<file path="config.mk">
export PLATFORM = sky130hd
export DESIGN_NAME = interrupt_ctrl
export DESIGN_NICKNAME = d
export VERILOG_FILES = /design/src/rtl/interrupt_ctrl_pkg.sv /design/src/rtl/interrupt_ctrl_prio_enc.sv /design/src/rtl/interrupt_ctrl.sv
export SDC_FILE = /design/constraint.sdc
export NUM_CORES = 1
export LEC_CHECK = 0
export ABC_AREA = 1
export ABC_CLOCK_PERIOD_IN_PS = 1000
export CORE_MARGIN = 1
export CORE_UTILIZATION = 30
export CTS_CLUSTER_DIAMETER = 100
export CTS_CLUSTER_SIZE = 14
export DETAILED_ROUTE_END_ITERATION = 16
export GPL_TIMING_DRIVEN = 0
export PLACE_DENSITY = 0.75
export SLEW_MARGIN = 40
export SYNTH_ARGS = -nofsm -noshare
export SYNTH_HDL_FRONTEND = slang
export SYNTH_SLANG_ARGS = --single-unit
</file>
<file path="constraint.sdc">
create_clock -name CLK -period 1 [get_ports CLK]
set_clock_uncertainty 0.05 [all_clocks]
set_input_delay 0.1 -clock CLK [delete_from_list [all_inputs] [get_ports CLK]]
set_output_delay 0.1 -clock CLK [all_outputs]
set_load 0.01 [all_outputs]
</file>
<file path="src/rtl/interrupt_ctrl_pkg.sv">
// Shared definitions for the interrupt controller.
//   - IOT function codes (IR field values for device codes 6000-6007)
//   - ion_state_t: ION enable state machine states
//   - Bit positions of the GTF flags word and of the RTF restore word
package interrupt_ctrl_pkg;

  // IOT function codes, decoded from IR while EN is high
  localparam logic [2:0] IOT_SKON = 3'd0;
  localparam logic [2:0] IOT_ION  = 3'd1;
  localparam logic [2:0] IOT_IOF  = 3'd2;
  localparam logic [2:0] IOT_SRQ  = 3'd3;
  localparam logic [2:0] IOT_GTF  = 3'd4;
  localparam logic [2:0] IOT_RTF  = 3'd5;
  localparam logic [2:0] IOT_SGT  = 3'd6;
  localparam logic [2:0] IOT_CAF  = 3'd7;

  // ARM and DEFER together give the one-instruction enable delay after ION/RTF
  typedef enum logic [1:0] {
    OFF   = 2'd0,
    ARM   = 2'd1,
    DEFER = 2'd2,
    ON    = 2'd3
  } ion_state_t;

  // GTF flags word layout
  localparam int GTF_LINK_BIT = 11;
  localparam int GTF_GT_BIT   = 10;
  localparam int GTF_PEND_BIT = 9;
  localparam int GTF_ION_BIT  = 7;

  // RTF takes the saved link and ION enable back from these AC bits
  localparam int RTF_LINK_BIT = 11;
  localparam int RTF_ION_BIT  = 7;

endpackage

</file>
<file path="src/rtl/interrupt_ctrl_prio_enc.sv">
// Lowest-index-first priority encoder.
//   req_i : NREQ request bits (bit 0 has highest priority)
//   id_o  : index of the lowest set bit, 0 when none set
//   vld_o : 1 when any request bit is set
module interrupt_ctrl_prio_enc #(
  parameter int NREQ = 8,
  parameter int IDW  = (NREQ > 1) ? $clog2(NREQ) : 1
) (
  input  logic [NREQ-1:0] req_i,
  output logic [IDW-1:0]  id_o,
  output logic            vld_o
);

  // Scan from the top down so the lowest set index is the last one written
  always_comb begin
    id_o  = '0;
    vld_o = 1'b0;
    for (int i = NREQ - 1; i >= 0; i--) begin
      if (req_i[i]) begin
        id_o  = IDW'(i);
        vld_o = 1'b1;
      end
    end
  end

endmodule

</file>
<file path="src/rtl/interrupt_ctrl.sv">
// Interrupt controller for IOT 6000-6007.
// Owns the ION state machine (OFF/ARM/DEFER/ON with the one-instruction enable
// delay after ION and RTF), masks NREQ level-sensitive device requests, and
// grants a one-cycle int_take with a priority-encoded int_id at an instruction
// boundary. Drives the shared rotator/AC/link strobes for CAF and RTF and the
// GTF flags word.
// Ports:
//   CLK, clear          clock, synchronous active-low reset
//   EN, IR              IOT select and function bits
//   ck1, ck2, stb1      sequencer phase enables / strobe
//   instr_end           instruction boundary pulse
//   ac_in, link_in      AC and link (RTF restore, GTF)
//   gt_in               EAE GT flag (SGT, GTF)
//   irq_req             device requests
//   mask_we, mask_in    request mask write
//   done, skip          IOT complete, skip next instruction
//   rot2ac, ac_ck, clr, linkclr, link_ck   AC/link control strobes
//   bus_out, bus_oe     GTF flags word
//   link_out            link value restored by RTF
//   int_take, int_id    interrupt grant and granted source
//   ion                 state machine is ON
module interrupt_ctrl
  import interrupt_ctrl_pkg::*;
#(
  parameter int NREQ = 8,
  parameter int WORD = 12,
  parameter int IDW  = (NREQ > 1) ? $clog2(NREQ) : 1
) (
  input  logic            CLK,
  input  logic            clear,
  input  logic            EN,
  input  logic [2:0]      IR,
  input  logic            ck1,
  input  logic            ck2,
  input  logic            stb1,
  input  logic            instr_end,
  input  logic [WORD-1:0] ac_in,
  input  logic            link_in,
  input  logic            gt_in,
  input  logic [NREQ-1:0] irq_req,
  input  logic            mask_we,
  input  logic [NREQ-1:0] mask_in,
  output logic            done,
  output logic            skip,
  output logic            rot2ac,
  output logic            ac_ck,
  output logic            clr,
  output logic            linkclr,
  output logic            link_ck,
  output logic [WORD-1:0] bus_out,
  output logic            bus_oe,
  output logic            link_out,
  output logic            int_take,
  output logic [IDW-1:0]  int_id,
  output logic            ion
);

  ion_state_t      state_q, state_d;
  logic [NREQ-1:0] mask_q, mask_d;
  logic [IDW-1:0]  int_id_q, int_id_d;

  logic            iot_stb;
  logic            inst_skon, inst_srq, inst_gtf, inst_rtf, inst_sgt, inst_caf;
  logic [NREQ-1:0] masked_req;
  logic            pending;
  logic [IDW-1:0]  enc_id;
  logic            enc_vld;
  logic            take;

  // Only bits 11 and 7 of the AC matter here
  logic            unused_ac;
  assign unused_ac = ^ac_in;

  assign iot_stb   = EN & stb1;
  assign inst_skon = EN & (IR == IOT_SKON);
  assign inst_srq  = EN & (IR == IOT_SRQ);
  assign inst_gtf  = EN & (IR == IOT_GTF);
  assign inst_rtf  = EN & (IR == IOT_RTF);
  assign inst_sgt  = EN & (IR == IOT_SGT);
  assign inst_caf  = EN & (IR == IOT_CAF);

  // Uses the registered mask, so a mask write in the take cycle is not seen yet
  assign masked_req = irq_req & mask_q;
  assign pending    = |masked_req;

  interrupt_ctrl_prio_enc #(
    .NREQ (NREQ),
    .IDW  (IDW)
  ) u_prio_enc (
    .req_i (masked_req),
    .id_o  (enc_id),
    .vld_o (enc_vld)
  );

  // An IOT strobe in the boundary cycle suppresses the take
  assign take = (state_q == ON) & instr_end & enc_vld & ~iot_stb;

  // State register
  always_ff @(posedge CLK) begin
    if (!clear) begin
      state_q <= OFF;
    end else begin
      state_q <= state_d;
    end
  end

  // Next state: boundary progression first, then any IOT at stb1 overrides it
  always_comb begin
    state_d = state_q;
    if (take) begin
      state_d = OFF;
    end else if (instr_end) begin
      case (state_q)
        ARM:     state_d = DEFER;
        DEFER:   state_d = ON;
        default: state_d = state_q;
      endcase
    end
    if (iot_stb) begin
      case (IR)
        IOT_ION:  if (state_q == OFF) state_d = ARM;
        IOT_IOF:  state_d = OFF;
        IOT_CAF:  state_d = OFF;
        IOT_SKON: if (state_q == ON) state_d = OFF;
        IOT_RTF:  state_d = ac_in[RTF_ION_BIT] ? ARM : OFF;
        default:  ;
      endcase
    end
  end

  // Outputs; everything is held at 0 while clear is asserted
  always_comb begin
    done     = 1'b0;
    skip     = 1'b0;
    rot2ac   = 1'b0;
    ac_ck    = 1'b0;
    clr      = 1'b0;
    linkclr  = 1'b0;
    link_ck  = 1'b0;
    bus_out  = '0;
    bus_oe   = 1'b0;
    link_out = 1'b0;
    int_take = 1'b0;
    int_id   = '0;
    ion      = 1'b0;
    if (clear) begin
      done     = EN & ck2;
      // SKON sees the state before its own stb1 turns interrupts off
      skip     = (inst_skon & (state_q == ON)) | (inst_srq & pending) | (inst_sgt & gt_in);
      bus_oe   = inst_gtf & ck1;
      if (bus_oe) begin
        bus_out[GTF_LINK_BIT] = link_in;
        bus_out[GTF_GT_BIT]   = gt_in;
        bus_out[GTF_PEND_BIT] = pending;
        bus_out[GTF_ION_BIT]  = (state_q == ON);
      end
      // CAF loads zero into AC and link through the cleared rotator path
      rot2ac   = inst_caf & ck1;
      clr      = inst_caf & ck1;
      linkclr  = inst_caf & ck1;
      ac_ck    = inst_caf & stb1;
      link_ck  = (inst_caf | inst_rtf) & stb1;
      link_out = inst_rtf & ac_in[RTF_LINK_BIT];
      int_take = take;
      int_id   = int_id_q;
      ion      = (state_q == ON);
    end
  end

  // Mask and granted-source registers
  always_comb begin
    mask_d = mask_q;
    if (iot_stb & inst_caf) mask_d = '1;
    if (mask_we)            mask_d = mask_in;
    int_id_d = take ? enc_id : int_id_q;
  end

  always_ff @(posedge CLK) begin
    if (!clear) begin
      mask_q   <= '1;
      int_id_q <= '0;
    end else begin
      mask_q   <= mask_d;
      int_id_q <= int_id_d;
    end
  end

endmodule
</file>
-- Word level (Yosys, flattened, before mapping)
Cells that the tools add are included.
Widths: inputs -> output; s select.
- equal/unequal tests: 10
- muxes and demuxes: 40
- bitwise logic cells: 25
- reductions and logical operators: 5
- operator list (kind ; number):
    $mux 3 ; 11
    $and 1x1->1 ; 20
    $mux 1 ; 20
    $mux 8 ; 2
    $eq 3x3->1 const B ; 4
    $mux 2 ; 5
    $and 8x8->8 ; 1
    $pmux 2 s4 ; 1
    $reduce_or 8->1 ; 1
    $eq 3x2->1 const B ; 2
    $eq 2x2->1 const B ; 2
    $pmux 2 s2 ; 1
    $eq 3x1->1 const B ; 1
    $logic_not 3->1 ; 1
    $or 1x1->1 ; 3
    $eq 2x1->1 const B ; 1
    $logic_not 2->1 ; 1
    $reduce_bool 2->1 ; 1
    $reduce_or 2->1 ; 1
    $not 1->1 ; 1
- bits in registers: 13
- input bits: 41
- output and inout port bits: 26
- word-level logic and storage cells: 83

-- Logic depth before layout (Yosys ltp)
Gate-level depths: netlist of run 1.
- depth in word-level cells: 15
- mapped depth: 10
- gate-level depth less buffers: 10

-- By module
From an unflattened synthesis of run 1, not the netlist that was laid out.
- cells, all modules: 163
- area total of the unflattened synthesis: 959.7 µm²
- by module, submodules not included (module ; instances ; cells an instance ; area each (µm²) ; seq. area each (µm²)):
    interrupt_ctrl ; 1 ; 141 ; 860.8 ; 260.2
    interrupt_ctrl_prio_enc ; 1 ; 22 ; 98.8 ; 0.0

-- Worst setup path after synthesis of run 1
Ideal clock, no wire load.
- path kind: input-to-output
- from: input port clear
- to: output port linkclr
- data arrival time: 1.158 ns
- required time: 0.850 ns
- setup slack: -0.308 ns
- stages: 4
- buffers on the path: 2
- path through: buf_2 > inv_1 > nor4_1 > buf_4
- cells in the longest elaborated chain, start to end: 1
- ends and longest elaborated chain (item ; line ; text):
    start, declared ; interrupt_ctrl.sv:30 ; input logic clear,
    $mux 1 ; n/a ;
    end, declared ; interrupt_ctrl.sv:48 ; output logic linkclr,
Every way passes these cells.

-- Final worst setup path of run 1
- from: register mask_q[4]
- to: output port skip
- cells in the longest elaborated chain, start to end: 6
- ends and longest elaborated chain (item ; line ; text):
    start, declared ; interrupt_ctrl.sv:59 ; logic [NREQ-1:0] mask_q, mask_d;
    start signal, assigned ; interrupt_ctrl.sv:183 ; mask_q <= mask_d;
    $and 8x8->8 ; interrupt_ctrl.sv:83 ; assign masked_req = irq_req & mask_q;
    $reduce_or 8->1 ; interrupt_ctrl.sv:84 ; assign pending = |masked_req;
    $and 1x1->1 ; interrupt_ctrl.sv:149 ; skip = (inst_skon & (state_q == ON)) | (inst_srq & pending) | (inst_sgt & gt_in);
    $or 1x1->1 (2 in series) ; interrupt_ctrl.sv:149 ;
    $mux 1 ; interrupt_ctrl.sv:146 ; if (clear) begin
    end, declared ; interrupt_ctrl.sv:44 ; output logic skip,
Every way passes these cells.

==> metrics, run 1 <==
Cell Area, Synth=905 um2; CP required=approximately 850 ps; mux contribution to synthesized area=0%; sw frac=between 30% and 40%; # H-tree levels=1; worst hold path type=primary input to flop; cell mode on critical path=nand2_2; placed cell count=234; Mapped Cells=150; main combinational cell family by area after synthesis=simple AND/OR/NAND/NOR gates; clock sinks=13; Synth Area in Compound Gates=14.0%; Unique masters post-synth=26; status=finished with violations; DIE WIDTH=56.9 um; Clk Latency, worst-skew pair=~280 ps; fmax=679 MHz; Post-Synth Adder-Cell Area=0%; Reg power frac=37.7%; period utilisation layout=147%; hold_buf cts=0; CTS tree=built; LEAKAGE=1.02 nW; nets=285; Reg clk slew, reported paths=roughly 90 ps; Post-Syn Area per Cell=6.03 um2; Final setup viols=13; largest net degree at the start of global routing=11; Ys Warns=0; non-filler instance count after layout=274; Core Region=2810 um2; Overflow after GRT=0; Via Count=between 1k and 1.5k; I/O pin count=67; crit end category=output pin; Worst VDD drop=1.05 mV; vias in the first global route=1,275; Fin Setup TNS=-3540 ps; post-synthesis sequential area ratio=approximately 29%; Switch Pwr=0.000475 W; die span in y=around 57 um; cell row count=19; RSZ-0062 raised after global routing=yes; CP Launch Type=flop; Root Buffer=clkbuf_4; drt total wl=3830 um; GP Congestion=just under 0.8; FFs w/ async S/R, synth=0%; Power Density=722 nW/um2; Crit-path slowest cell=dfxtp_2; P&R area growth vs syn=125%; crit path cell chain=nand2_2 -> nand2_2 -> nor2_4 -> nand2_4 -> o21ai_2 -> a21oi_1 -> buf_2; WS Path Type=flop to output pin; combinational fraction of design power=39.5%; TritonCTS Buffers=3; Placement Setup Slack=-999 ps; initial antenna violation count=0; Die Area=~3200 um2; fin. max-slew vios=0; max cap viols=0; maximum clock insertion buffer count=2; layout cells sized above 1=slightly below 60%; Pre-antenna DRT Iters=10; failing checks=DRC, setup timing; top post-synthesis cells by area=dfxtp_1 29%, nand2_1 22%, buf_4 9.1%, inv_1 7.1%, nor2_1 5.8%; Synth Area in Simple Gates=37.5%; worst setup margin=-472 ps; Synth Flop Type=dfxtp_1; Initial Util=around a third; DRT antenna net count=0; post-synth top area share=28.8%; most frequent cell after synthesis=nand2_1; GRT Total Usage=about a fifth; Post-Synth XOR/XNOR Area=0.968%; global-route wire length before repair=approximately 5200 um; diode count=0; register bit total from synthesis=13; port bufs=46; Clock Power Share=22.8%; mean routed wirelength per cell=roughly 14 um; Post-synth EDFFs=0; Arr. time, crit path=1320 ps; internal power=approximately 0.001 W; DR vias/cell=4.78; Yosys top cell by area=dfxtp_1; worst-path maximum fanout=3; CP max stage delay=340 ps; Fin. Hold Viols=0; Worst Hold Slack=24.1 ps; DRC=6; initial drt markers=49; Final HPWL DP=around 1900 um; Final Critical Period=1470 ps; most frequent cells after synthesis=52 x nand2_1, 17 x inv_1, 14 x nor2_1, 13 x dfxtp_1, 11 x buf_4
==> worst paths after layout <==
path,depth (start not counted),slack (ps),start,endpoint
worst max-delay path,7,-470,mask_q[4]$_SDFFE_PN1P_,skip
worst min-delay path,3,20,clear,state_q[1]$_SDFF_PN0_
worst max register to register,10,-440,mask_q[4]$_SDFFE_PN1P_,state_q[0]$_SDFF_PN0_
worst min register to register,2,430,mask_q[0]$_SDFFE_PN1P_,mask_q[0]$_SDFFE_PN1P_
==> power groups by stage <==
stage	logic [W]	registers [W]	clock network [W]
after global routing	0.000618	0.000557	0.000375
after global placement	0.000345	0.000558	0
after detailed placement	0.000348	0.000558	0
final	0.000581	0.000555	0.000336
after CTS	0.000468	0.000552	0.000336
after floorplan	0.000191	0.000556	0
==> critical path: cells and delay by family, from the launching register on <==
family	cells	cell delay [ps]
flops	1	340
simple gates	4	370
buf+inv	1	140
compound gates	2	200
==> routing by layer <==
| layer | part of all wire, % | GRT usage (%) | wire length [um] | vias up |
|---|---|---|---|---|
| li1 | - | - | - | 644 |
| met1 | 37 | 20.6 | 1400 | 592 |
| met2 | 54 | 42.2 | 2080 | 61 |
| met3 | 5.9 | 4.15 | 226 | 12 |
| met4 | 3.1 | 5.92 | 119 | 0 |
| met5 | 0 | 0 | 0 | - |
==> cells in the final DEF (no fill, tap or decap), drive strengths merged <==
cell | Yosys | routed
clkinvlp | 0 | 2
nor2 | 15 | 15
clkdlybuf4s50 | 0 | 20
dlymetal6s2s | 0 | 1
conb | 1 | 8
nand3 | 7 | 7
nor3 | 3 | 3
o21ai | 6 | 6
o21a | 1 | 1
nand2 | 54 | 54
dlygate4sd2 | 0 | 3
nor4 | 1 | 1
o21bai | 1 | 1
dfxtp | 13 | 13
buf | 13 | 68
inv | 19 | 18
xnor2 | 1 | 1
o22ai | 8 | 8
o31ai | 1 | 1
or2 | 1 | 1
clkinv | 1 | 2
clkbuf | 0 | 5
a21oi | 4 | 4
==> layout make-up <==
| type | count | area [um2] |
|---|---|---|
| fillers | 200 | 767 |
| multi-input cells | 111 | 756 |
| repair buffers | 82 | 731 |
| flip-flops and latches | 13 | 274 |
| plain buffers | 12 | 108 |
| inverters | 20 | 96.3 |
| well taps | 31 | 38.8 |
| clock buffers | 3 | 22.5 |
| repair inverters | 1 | 7.51 |
| clock inverters | 1 | 5.00 |
==> state kept, by name, summed over array words and instances, names as in the netlist <==
register,flops
mask_q,8
int_id_q,3
state_q,2
==> per-stage QoR <==
step	total power (W)	util (%)	area, um2
4_1_cts	0.00136	63.9	1790
5_1_grt	0.00155	72.7	2040
3_3_place_gp	0.000903	52.2	1460
3_5_place_dp	0.000906	52.2	1460
6_report	0.00147	72.7	2040
2_1_floorplan	0.000747	-	965
==> cell families (layout without fill, tap and decap cells) <==
family | after synthesis | in the layout
buffers and inverters | 33 | 119
AOI/OAI and AO/OA | 21 | 21
DFF | 13 | 13
xor gates and xnor gates | 1 | 1
and+or+nand+nor | 81 | 81
other | 1 | 8
==> what timing repair did <==
| action | in CTS | in global routing |
|---|---|---|
| setup buffers | 32 | 9 |
| cloned | 0 | 1 |
| pin swaps | 23 | 20 |
| resized for setup | 149 | 53 |
| setup endpoints to repair | 31 | 30 |
Note: power is estimated with default switching activity, not from simulation.
==> inputs of run 2 (changes only) <==
--- a/config.mk
+++ b/config.mk
@@ -5,15 +5,14 @@
 export SDC_FILE = /design/constraint.sdc
 export NUM_CORES = 1
 export LEC_CHECK = 0
-export ABC_AREA = 1
-export ABC_CLOCK_PERIOD_IN_PS = 1000
+export ABC_CLOCK_PERIOD_IN_PS = 1700
 export CORE_MARGIN = 1
-export CORE_UTILIZATION = 30
+export CORE_UTILIZATION = 36
 export CTS_CLUSTER_DIAMETER = 100
 export CTS_CLUSTER_SIZE = 14
 export DETAILED_ROUTE_END_ITERATION = 16
 export GPL_TIMING_DRIVEN = 0
-export PLACE_DENSITY = 0.75
+export PLACE_DENSITY = 0.85
 export SLEW_MARGIN = 40
 export SYNTH_ARGS = -nofsm -noshare
 export SYNTH_HDL_FRONTEND = slang
==> constraint.sdc (replaced) <==
create_clock -name CLK -period 1.7 [get_ports CLK]
set_clock_uncertainty 0.05 [all_clocks]
set_input_delay 0.17 -clock CLK [delete_from_list [all_inputs] [get_ports CLK]]
set_output_delay 0.17 -clock CLK [all_outputs]
set_load 0.01 [all_outputs]
==> run 2 against run 1 <==
Net effect:
- the flow finishes with violations (setup timing)
- synthesized cell count fell by 24%
- sequential share of layout area rose by 3.9 points
- wire length fell by 29%
- setup slack improved by 220 ps
- clock power fell by 41%
- cell count fell by 24%
- critical path type unchanged
- hold slack improved by 220 ps
- die area fell by 18%
- first-iteration DRC count fell by 51%
- count of clock-buffer cells in the layout rose by 1
- sequential cell count did not move
- register-to-register slack improved by 420 ps
==> metrics, run 2 <==
Final HPWL DP=2030 um (+7.7%); combinational fraction of design power=29.1% (-10 points); most frequent cells after synthesis=19 x nand2_1, 13 x dfxtp_1, 10 x buf_4, 8 x o22ai_1, 6 x and2_1; maximum clock insertion buffer count=2 (unchanged); Power Total=0.000738 W (-50%); DIE WIDTH=51.6 um (-9.4%); port bufs=46 (unchanged); cell row count=17 (-2); layout cells sized above 1=30.0% (-28 points); initial antenna violation count=0 (unchanged); Yosys top cell by area=dfxtp_1; WS Path Type=flop to output pin; crit end category=output pin; internal power=0.000528 W (-47%); Power Density=476 nW/um2 (-34%); Switch Pwr=0.000210 W (-56%); status=finished with violations; Fin. Hold Viols=0 (unchanged); worst setup margin=-250 ps (+223 ps); FFs w/ async S/R, synth=0% (unchanged); register bit total from synthesis=13 (unchanged); sw frac=28.5% (-3.8 points); r2r setup slk=-20 ps (+420 ps); global-route wire length before repair=4190 um (-20%); CTS tree=built; Unique masters post-synth=40 (+54%); most frequent cell after synthesis=nand2_1; LEAKAGE=0.767 nW (-25%); DRC=0 (-6); met2 Usage GRT=42.9% (+0.67 points); Worst VDD drop=0.446 mV (-57%); Synth Flop Type=dfxtp_1; Most Crowded Layer GR=met2; DR vias/cell=5.26 (+10%); DRT antenna net count=0 (unchanged); CP Launch Type=flop; Mapped Cells=114 (-24%); clock sinks=13 (unchanged); Final Critical Period=1950 ps; drt total wl=2730 um (-29%); fmax=513 MHz; Worst Max-Slew Pin Slew=a little under 600 ps; die span in y=51.6 um (-9.4%); Ys Warns=0 (unchanged); Clk Latency, worst-skew pair=280 ps (about the same); vias in the first global route=1,004 (-21%); Reg power frac=44.2% (+6.5 points); non-filler instance count after layout=208 (-24%); placed cell count=195 (-17%); grt met3 use=4.68% (+0.53 points); worst-path maximum fanout=4 (+1); top post-synthesis cells by area=dfxtp_1 29%, buf_4 8.5%, nand2_1 8.1%, o22ai_1 5.7%, and2_1 4.2%; Core Region=2250 um2 (-20%); Final setup viols=7 (-6); TritonCTS Buffers=3 (unchanged); Post-synth EDFFs=0 (unchanged); Root Buffer=clkbuf_4; biggest regs=mask_q: 8 flops, int_id_q: 3 flops, state_q: 2 flops; Initial Util=39.2% (+7.0 points); I/O pin count=67 (unchanged); largest net degree at the start of global routing=12 (+1); GP Congestion=0.795 (+1.4%); fin. max-slew vios=0 (unchanged); mean routed wirelength per cell=13.1 um (-6.0%); Placement Setup Slack=-743 ps (+256 ps); Pre-antenna DRT Iters=4 (-6); commonest non-fill, non-tap cell in the layout=clkdlybuf4s50_1; failing checks=setup timing; P&R area growth vs syn=75.4%; # H-tree levels=1 (unchanged); diode count=0 (unchanged); grt met1 use=20.8% (+0.19 points); Die Area=2660 um2 (-18%); most frequent cells in the layout=27 x clkdlybuf4s50_1, 20 x buf_4, 17 x nand2_1; Clock Power Share=26.7% (+3.9 points); CP required=1480 ps (+630 ps); Slew headroom=61.3%; Overflow after GRT=0 (unchanged); GRT Total Usage=21.0% (+0.34 points); nets=222 (-22%); post-synthesis sequential area ratio=29.4% (+0.65 points); hold_buf cts=0 (unchanged); Via Count=1,095 (-16%); period utilisation layout=115%; post-synth top area share=29.4% (+0.65 points); final core utilization=68.8% (-3.8 points); max reg flops=8 (unchanged); Reg clk slew, reported paths=70 ps (-20 ps); Cell Area, Synth=885 um2 (-2.2%); RSZ-0062 raised after global routing=yes; Arr. time, crit path=1730 ps (+410 ps); Reg with most FFs=mask_q; max cap viols=0 (unchanged); worst hold path type=primary input to flop; fill cell count=202 (+1.0%); Post-Syn Area per Cell=7.76 um2 (+29%); initial drt markers=24 (-51%)
## run 2: changes by cell type after synthesis, sizes merged, moves of 3 or more
cell | previous run | this run
and2 | 0 | 7
nand3 | 7 | 4
inv | 19 | 1
nor2 | 15 | 4
nand2 | 54 | 19
and3 | 0 | 3
## run 2: stage by stage
stage,hold WS (ps),setup TNS [ps],cell area (um2)
2_1_floorplan,254,0,911
6_report,248,-732,1550
4_1_cts,333,-692,1490
5_1_grt,296,-1380,1550
3_5_place_dp,433,-10110,1410
3_3_place_gp,406,-8030,1410
## run 2: path summary, 6_finish.rpt
path                                from                        to  cells after the start
setup / recovery  mask_q[1]$_SDFFE_PN1P_                bus_out[9]                      5
hold / removal                irq_req[2]  int_id_q[0]$_SDFFE_PN0P_                      4
hold reg to reg   mask_q[0]$_SDFFE_PN1P_    mask_q[0]$_SDFFE_PN1P_                      2
setup reg to reg  mask_q[1]$_SDFFE_PN1P_     state_q[0]$_SDFF_PN0_                      7
## run 2: logic make-up (layout without fill, tap and decap cells)
| kind of cell | after synthesis | after routing | share of synthesized area [%] |
|---|---|---|---|
| AND/OR/NAND/NOR | 53 | 53 | 33.5 |
| AO/OA/AOI/OAI | 30 | 30 | 24.0 |
| buffers and inverters | 16 | 75 | 11.3 |
| flip-flops | 13 | 13 | 29.4 |
| other | 1 | 8 | 0.424 |
| multiplexers | 1 | 1 | 1.27 |
## run 2: timing repair
action / in CTS / in global routing
gates resized for setup: 42 / 15
buffers inserted: 5 / 5
setup endpoints to repair: 18 / 15
pin swaps: 4 / 4
## run 2: area by class of cell
type	count	area, um2	area share (%)
inverters	2	7.51	0.484
well taps	28	35.0	2.26
multi-input cells	92	594	38.3
clock buffers	4	26.3	1.69
repair buffers	56	527	34.0
flip-flops and latches	13	269	17.3
plain buffers	13	92.6	5.97
## run 2: metal layers
layer / share of wire [%] / wire length (um)
met5: 0 / 0
met4: 0.95 / 26
met3: 8.7 / 238
met2: 51 / 1400
met1: 39 / 1060
## run 2: power by group through the flow
stage | registers [W] | logic (W) | clock network, W
after floorplan | 0.000330 | 0.0000970 | 0
after global placement | 0.000332 | 0.000187 | 0
after detailed placement | 0.000333 | 0.000193 | 0
after CTS | 0.000326 | 0.000203 | 0.000194
after global routing | 0.000328 | 0.000235 | 0.000210
final | 0.000326 | 0.000215 | 0.000197
## run 2: critical path, stage by stage, from the launching register on
cell      delay [ps]
dfxtp_2          320
a222oi_1         310
buf_4            170
and4b_2          290
and2b_2          240
buf_6            120
